$ cat config.mk
export PLATFORM = sky130hd
export DESIGN_NAME = coredata_bram_bridge
export DESIGN_NICKNAME = d
export VERILOG_FILES = /design/src/rtl/coredata_bram_bridge.sv
export SDC_FILE = /design/constraint.sdc
export NUM_CORES = 1
export LEC_CHECK = 0
export BUFFER_PORTS_ARGS = -buffer_cell sky130_fd_sc_hd__buf_2
export CAP_MARGIN = 30
export CORE_AREA = 2 2 72 74
export DETAILED_ROUTE_END_ITERATION = 10
export DIE_AREA = 0 0 74 76
export PLACE_DENSITY_LB_ADDON = 0.05
export SLEW_MARGIN = 25
export SYNTH_ARGS = -nofsm -noshare
export SYNTH_HDL_FRONTEND = slang
export SYNTH_SLANG_ARGS = --single-unit
$ cat constraint.sdc
create_clock -name clk_i -period 3.1 [get_ports clk_i]
set_clock_uncertainty 0.2 [all_clocks]
set_input_delay 0.155 -clock clk_i [delete_from_list [all_inputs] [get_ports clk_i]]
set_output_delay 0.155 -clock clk_i [all_outputs]
set_load 0.05 [all_outputs]
$ cat src/rtl/coredata_bram_bridge.sv
// Pipelined bridge from a req/gnt/rvalid core data port to a single-port, byte-writable BRAM.
// Each request travels as a token next to the BRAM read latency, so every response comes back in order.
module coredata_bram_bridge #(
   parameter int                    DATA_WIDTH      = 32,
   parameter int                    ADDR_WIDTH      = 32,
   parameter int                    BRAM_AW         = 12,
   parameter logic [ADDR_WIDTH-1:0] BASE_ADDR       = '0,
   parameter int                    RD_LATENCY      = 1,
   parameter int                    MAX_OUTSTANDING = 2,
   parameter int                    REG_OUT         = 0
) (
   input  logic                    clk_i,
   input  logic                    rst_i,
   input  logic                    req_i,
   output logic                    gnt_o,
   input  logic [ADDR_WIDTH-1:0]   addr_i,
   input  logic                    we_i,
   input  logic [DATA_WIDTH/8-1:0] be_i,
   input  logic [DATA_WIDTH-1:0]   wdata_i,
   output logic                    rvalid_o,
   output logic [DATA_WIDTH-1:0]   rdata_o,
   output logic                    err_o,
   output logic                    bram_en,
   output logic [DATA_WIDTH/8-1:0] bram_we,
   output logic [BRAM_AW-1:0]      bram_addr,
   output logic [DATA_WIDTH-1:0]   bram_dout,
   input  logic [DATA_WIDTH-1:0]   bram_din
);

   localparam int BE_W    = DATA_WIDTH / 8;
   localparam int BYTE_SH = $clog2(BE_W);
   localparam int CNT_W   = $clog2(MAX_OUTSTANDING + 1) + 1;

   logic [ADDR_WIDTH-1:0] offset_p0;
   logic [ADDR_WIDTH-1:0] word_off_p0;
   logic                  in_win_p0;
   logic                  acc_p0;

   logic [RD_LATENCY-1:0] vld_pipe;
   logic [RD_LATENCY-1:0] rd_pipe;
   logic [RD_LATENCY-1:0] err_pipe;

   logic                  rsp_vld;
   logic                  rsp_err;
   logic [DATA_WIDTH-1:0] rsp_data;

   logic [CNT_W-1:0]      cnt_q;
   logic [CNT_W-1:0]      cnt_live;

   // ---- stage p0: acceptance, window decode, BRAM drive ----
   // Unsigned wrap makes addresses below BASE_ADDR land far outside the window.
   assign offset_p0   = addr_i - BASE_ADDR;
   assign word_off_p0 = offset_p0 >> BYTE_SH;
   assign in_win_p0   = (word_off_p0 >> BRAM_AW) == '0;

   // A response retiring this cycle frees its slot immediately, which keeps
   // MAX_OUTSTANDING == RD_LATENCY at full throughput.
   assign cnt_live = cnt_q - CNT_W'(rvalid_o);
   assign gnt_o    = req_i & ~rst_i & (cnt_live < CNT_W'(MAX_OUTSTANDING));
   assign acc_p0   = req_i & gnt_o;

   assign bram_en   = acc_p0 & in_win_p0;
   assign bram_we   = (bram_en & we_i) ? be_i : '0;
   assign bram_addr = word_off_p0[BRAM_AW-1:0];
   assign bram_dout = wdata_i;

   // ---- stages 1..RD_LATENCY: token shift register, never stalls ----
   always_ff @(posedge clk_i or posedge rst_i) begin
      if (rst_i) begin
         vld_pipe <= '0;
         rd_pipe  <= '0;
         err_pipe <= '0;
      end else begin
         vld_pipe[0] <= acc_p0;
         rd_pipe[0]  <= acc_p0 & ~we_i;
         err_pipe[0] <= acc_p0 & ~in_win_p0;
         for (int s = 1; s < RD_LATENCY; s++) begin
            vld_pipe[s] <= vld_pipe[s-1];
            rd_pipe[s]  <= rd_pipe[s-1];
            err_pipe[s] <= err_pipe[s-1];
         end
      end
   end

   assign rsp_vld  = vld_pipe[RD_LATENCY-1];
   assign rsp_err  = err_pipe[RD_LATENCY-1];
   assign rsp_data = (rd_pipe[RD_LATENCY-1] & ~rsp_err) ? bram_din : '0;

   // ---- optional output stage ----
   generate
      if (REG_OUT != 0) begin : g_reg_out
         logic                  rvalid_q;
         logic                  err_q;
         logic [DATA_WIDTH-1:0] rdata_q;

         always_ff @(posedge clk_i or posedge rst_i) begin
            if (rst_i) begin
               rvalid_q <= 1'b0;
               err_q    <= 1'b0;
               rdata_q  <= '0;
            end else begin
               rvalid_q <= rsp_vld;
               err_q    <= rsp_vld & rsp_err;
               rdata_q  <= rsp_data;
            end
         end

         assign rvalid_o = rvalid_q;
         assign err_o    = err_q;
         assign rdata_o  = rdata_q;
      end else begin : g_comb_out
         assign rvalid_o = rsp_vld;
         assign err_o    = rsp_vld & rsp_err;
         assign rdata_o  = rsp_data;
      end
   endgenerate

   // Outstanding count retires on the visible rvalid_o, after any output stage.
   always_ff @(posedge clk_i or posedge rst_i) begin
      if (rst_i) begin
         cnt_q <= '0;
      end else if (acc_p0 && !rvalid_o) begin
         cnt_q <= cnt_q + CNT_W'(1);
      end else if (!acc_p0 && rvalid_o) begin
         cnt_q <= cnt_q - CNT_W'(1);
      end
   end

endmodule

Word level (Yosys, flattened, before mapping). Index checks and enable logic that the tools add are counted.

Register bits: 6. Input bits: 104. Output and inout bits: 84. Word-level logic and storage cells: 31.

Add/sub/neg operators: 3. Order comparisons: 1. Mux-type cells: 4. Bitwise operators: 13. Reduce and logical (&&, ||, !) cells: 6.

Operators with widths (count): $logic_not A32 Y1 (1); $mux W32 (1); $and A1 B1 Y1 (9); $mux W3 (2); $mux W4 (1); $not A1 Y1 (4); $add A3 B1 Y3 const B (1); $lt A3 B2 Y1 const B (1); $sub A3 B1 Y3 (1); $sub A3 B1 Y3 const B (1); $logic_and A1 B1 Y1 (2); $logic_not A1 Y1 (2); $reduce_bool A2 Y1 (1).

Logic depth before layout (Yosys ltp).
Depth after elaboration: 8. Mapped depth: 12. Gate-level depth less buffers: 12.

Worst setup path after synthesis. No wires, ideal clock.

Path kind: register to output. From: reg vld_pipe, in the netlist rvalid_o. To: out bram_we[0]. Data arrival time: 2954 ps. Data required time: 2745 ps. Slack: -209 ps. Cell stages (with the launch flop): 7. Path buffers: 0. Cells stage by stage: dfrtp_1 > inv_1 > nor2_1 > ha_1 > xnor2_1 > nand4_1 > nor4_1.

Longest elaborated chain between the ends: 7.

Ends and longest elaborated chain: start: declaration (RTL line 39) `logic [RD_LATENCY-1:0] vld_pipe;`; start signal: indexed assignment (RTL line 78) `vld_pipe[s] <= vld_pipe[s-1];`; $sub A3 B1 Y3 (RTL line 58) `assign cnt_live = cnt_q - CNT_W'(rvalid_o);`; $lt A3 B2 Y1 (RTL line 59) `assign gnt_o = req_i & ~rst_i & (cnt_live < CNT_W'(MAX_OUTSTANDING));`; $and A1 B1 Y1 (RTL line 59); $and A1 B1 Y1 (RTL line 60) `assign acc_p0 = req_i & gnt_o;`; $and A1 B1 Y1 (RTL line 62) `assign bram_en = acc_p0 & in_win_p0;`; $and A1 B1 Y1 (RTL line 63) `assign bram_we = (bram_en & we_i) ? be_i : '0;`; $mux W4 (RTL line 63); end: declaration (RTL line 24) `output logic [DATA_WIDTH/8-1:0] bram_we,`.

Every way passes these cells.

Worst setup path in the final report.
From: reg vld_pipe, in the netlist rvalid_o. To: reg cnt_q[2].

Longest elaborated chain between the ends: 7. Elaborated cells on any way between the ends: 10. Those cells by class: add/sub (1); order compare (1); mux (1); bitwise (2); reduce/logical (5).

Ends and longest elaborated chain: $sub A3 B1 Y3 (*) (RTL line 58); $lt A3 B2 Y1 (*) (RTL line 59); $and A1 B1 Y1 (*) (RTL line 59); $and A1 B1 Y1 (*) (RTL line 60); net acc_p0 (RTL line 37) `logic acc_p0;`; $logic_not A1 Y1 (RTL line 124) `end else if (!acc_p0 && rvalid_o) begin`; $logic_and A1 B1 Y1 (RTL line 124); $reduce_bool A2 Y1 (no line); end signal: assignment (RTL line 123) `cnt_q <= cnt_q + CNT_W'(1);`; end signal: assignment (RTL line 125) `cnt_q <= cnt_q - CNT_W'(1);`; end: declaration (RTL line 47) `logic [CNT_W-1:0] cnt_q;`.

The timed path passes the listed nets; every way through them passes the cells marked *. A chain may end at the register's enable or synchronous reset.

==> metrics list <==
- The run finished with clean final reports.
- Clock latency of the later-clocked register in the worst-skew pair: 0.22 ns
- Master cell of the clock root buffer: sky130_fd_sc_hd__clkbuf_8
- For this block, the via count after detailed routing is 951.
- Core area: 4910 um^2
- Row generation in the floorplan step produced 26 rows.
- Global Route Usage Sum: 8.40%
- Avg WL per Cell: 10.6 um
- At the end of routability-driven placement, the weighted congestion stood at 0.743.
- VDD sags by at most 0.111 mV.
- In this run the biggest area consumer among cell types represents 35.4% of the synthesized area.
- Shortest period the worst path allows: 2.64 ns
* Post-Syn Instances: 122
* Worst-case reg-to-reg path depth: 12
- The hold violation total from the final report came to 0.
- Total congestion overflow: 0
- Timing would allow up to 379 MHz.
* Top-count cell post-synth: sky130_fd_sc_hd__buf_4
- CTS built an H-tree with a depth of 1.
- Async set-or-reset flop fraction in the synthesized netlist: 100%
- Path type of the worst setup path: reg2reg
* Total clock sinks: 6
* Width of the die: 74 um
- Counting flops and latches in the post-synthesis netlist gives 6.
* Final critical-path share of the clock period: 85.1%
- In this run the top signal layer used is met4.
* DIE AREA: 5620 um^2
- CP bufs+invs: 3
- Kind of launch point of the worst setup path: flop
- Yosys warnings: 0
- For this run, design rule violations remaining after detail routing come to 0.
* Post-CTS sizing: 0
- Main synth FF type: sky130_fd_sc_hd__dfrtp_1
- Gate family responsible for the most delay along the worst path: adder cells
- Setup tns final: 0 ns
- Number of global-route vias before repair: 910
- Before antenna repair, the detailed router went through 3 iterations.
- Detailed Route Iter0 Violations: 5
- Overall power consumption after layout is estimated at 0.000234 W.
- Starting utilization of the core area: 19.0%
- The finished cells cover 1230 um^2.
- Number of hold-repair buffers added at the cts stage: 2
* Post-synthesis average cell area: 7.64 um^2
- Setup slack at placement: 0.457 ns
- Setup repair after global routing missed its margin: no
- The detail route stage leaves a number of antenna-violating nets equal to 0.
- Clock-pin slew was measured on the worst setup and hold paths at 0.04 ns.
* Library cell contributing the largest single delay on the critical path: sky130_fd_sc_hd__dfrtp_1
- Area growth, synth to finish: 31.7%
- Deepest clock path buffer count: 2
* Actual slew at the worst max-slew pin: 0.336 ns
* Final number of max-transition violations: 0
- In the final design database the tool counted 286 nets.
- The most numerous cell type found on the critical path is sky130_fd_sc_hd__inv_1.
- Leakage power: 0.744 nW
* Wire length of the first global-routing pass: 3.82 mm
* Top area cells in the synthesized netlist: sky130_fd_sc_hd__buf_4 (35%), sky130_fd_sc_hd__and2_1 (22%), sky130_fd_sc_hd__dfrtp_1 (16%)
* Post-Route WL: 2.63 mm
* Largest net degree at the start of global routing: 33
* Hold path cells: 0
- Detailed placement ended at an HPWL of 2.28 mm.
- Yosys mapped a number of flops with a built-in enable equal to 0.
- The detailed router put a total of 849 um of wire on met1.
* Relative max-transition margin: 77.6%
- The placed instances occupy a cell area of 1170 um^2.
* DR WL met3: 493 um
* IO Pins: 188
- Crit path arrival time: 2.58 ns
- The repair_antennas step left the layout with diodes totalling 0.
* Hold crit path type: in2out
- Of all cell types, the one taking the most synthesized area is sky130_fd_sc_hd__buf_4.
- Post-CTS setup buffer count: 0
- Share of post-route cells with drive strength above 1: 58.2%
- CTS tree: yes
* Leading post-synthesis cells by instance count: sky130_fd_sc_hd__buf_4 (44), sky130_fd_sc_hd__and2_1 (33), sky130_fd_sc_hd__nor4_1 (7)
- Max-capacitance violation count: 0
- Across all setup checks in the final design, the least slack found is 0.462 ns.
* Critical path depth: 12
- In this run the tool buffered the top-level ports with 97 buffer cells.
- Critical Path End Type: flop
- Of the synthesized area, sequential elements account for 16.1%.
- The number of antenna violations at the first check in global routing came to 0.
- Number of nets produced by synthesis: 229
- Data on the critical path is required at its endpoint by 3.04 ns.
- Of all nets on the critical path, the largest fanout is 9.
* Count of different cell masters after synthesis: 19
- Power spread over the standard cell area amounts to 190 nW/um^2.
- In this run the cell area of the synthesized design comes to 932 um^2.
* Vias per cell: 3.85
* Delay of the slowest cell on the worst path: 0.38 ns
* Length of routed met2 wiring: 1.20 mm
- The floorplan step set the die height to 76 um.
- Crit-path cells: inv_1 > nor2_1 > ha_1 > xnor2_1 > nand4_1 > inv_1 > ha_1 > inv_1 > fa_1 > xor2_1 > nor2_1 > xor2_1
- Final Setup Violations: 0
* Cts bufs inserted: 3
final cells by class:
class / count / area [um^2]
fillers: 549 / 3680
clock buffers: 3 / 41.3
well taps: 70 / 87.6
repair buffers: 100 / 513
inverters: 6 / 22.5
flip-flops and latches: 6 / 150
multi-input cells: 62 / 413
per-stage QoR:
stage	cells	hold WS [ns]	util, %
2_1_floorplan	122	-0.246	-
3_3_place_gp	242	-0.0960	23.7
3_5_place_dp	242	-0.100	23.7
4_1_cts	247	0.110	25.0
5_1_grt	247	0.110	25.0
6_report	247	0.110	25.0
registers in the layout (all words and copies together), names as in the netlist:
register,cells
cnt_q,3
err_pipe,1
rd_pipe,1
rvalid_o,1
path summary, 6_finish.rpt:
check                            from            to  slack [ns]
min                        wdata_i[6]  bram_dout[6]        0.11
max                          rvalid_o      cnt_q[2]        0.46
max in group asynchronous       rst_i      cnt_q[0]        2.26
min reg2reg                  cnt_q[2]      cnt_q[2]        0.29
max reg2reg                  rvalid_o      cnt_q[2]        0.46
min in group asynchronous       rst_i       rd_pipe        0.22
cells in the final DEF (no fill, tap or decap):
master,count
sky130_fd_sc_hd__dlygate4sd3_1,2
sky130_fd_sc_hd__nor2_1,4
sky130_fd_sc_hd__xor2_1,2
sky130_fd_sc_hd__dfrtp_1,6
sky130_fd_sc_hd__nor3_1,1
sky130_fd_sc_hd__nor4_1,7
sky130_fd_sc_hd__and2_1,33
sky130_fd_sc_hd__clkbuf_8,3
sky130_fd_sc_hd__nand4_1,2
sky130_fd_sc_hd__mux2_2,1
sky130_fd_sc_hd__ha_1,2
sky130_fd_sc_hd__fa_1,1
sky130_fd_sc_hd__inv_1,6
sky130_fd_sc_hd__buf_2,97
sky130_fd_sc_hd__buf_4,1
sky130_fd_sc_hd__nor2b_1,1
sky130_fd_sc_hd__o21ba_2,1
sky130_fd_sc_hd__or4_1,1
sky130_fd_sc_hd__nand2_1,4
sky130_fd_sc_hd__xnor2_1,2
logic make-up after synthesis:
kind of cell | count (synthesis) | share of synthesized area, %
adder cells (fa/ha/maj) | 3 | 4.83
AND/OR/NAND/NOR | 53 | 33.4
flip-flops | 6 | 16.1
multiplexers | 1 | 1.21
buffers and inverters | 54 | 39.6
AO/OA/AOI/OAI | 1 | 1.07
XOR/XNOR | 4 | 3.76
power breakdown:
part           switching [W]  internal, W  total [W]
clock network      0.0000315    0.0000832   0.000115
registers                  0    0.0000788  0.0000788
logic              0.0000123    0.0000280  0.0000403
routing by layer:
| layer | global-route usage (%) | vias up |
|---|---|---|
| li1 | - | 447 |
| met1 | 7.43 | 381 |
| met2 | 15.3 | 109 |
| met3 | 4.23 | 14 |
| met4 | 3.82 | 0 |
| met5 | 0 | - |
Note: power is estimated with default switching activity, not from simulation.
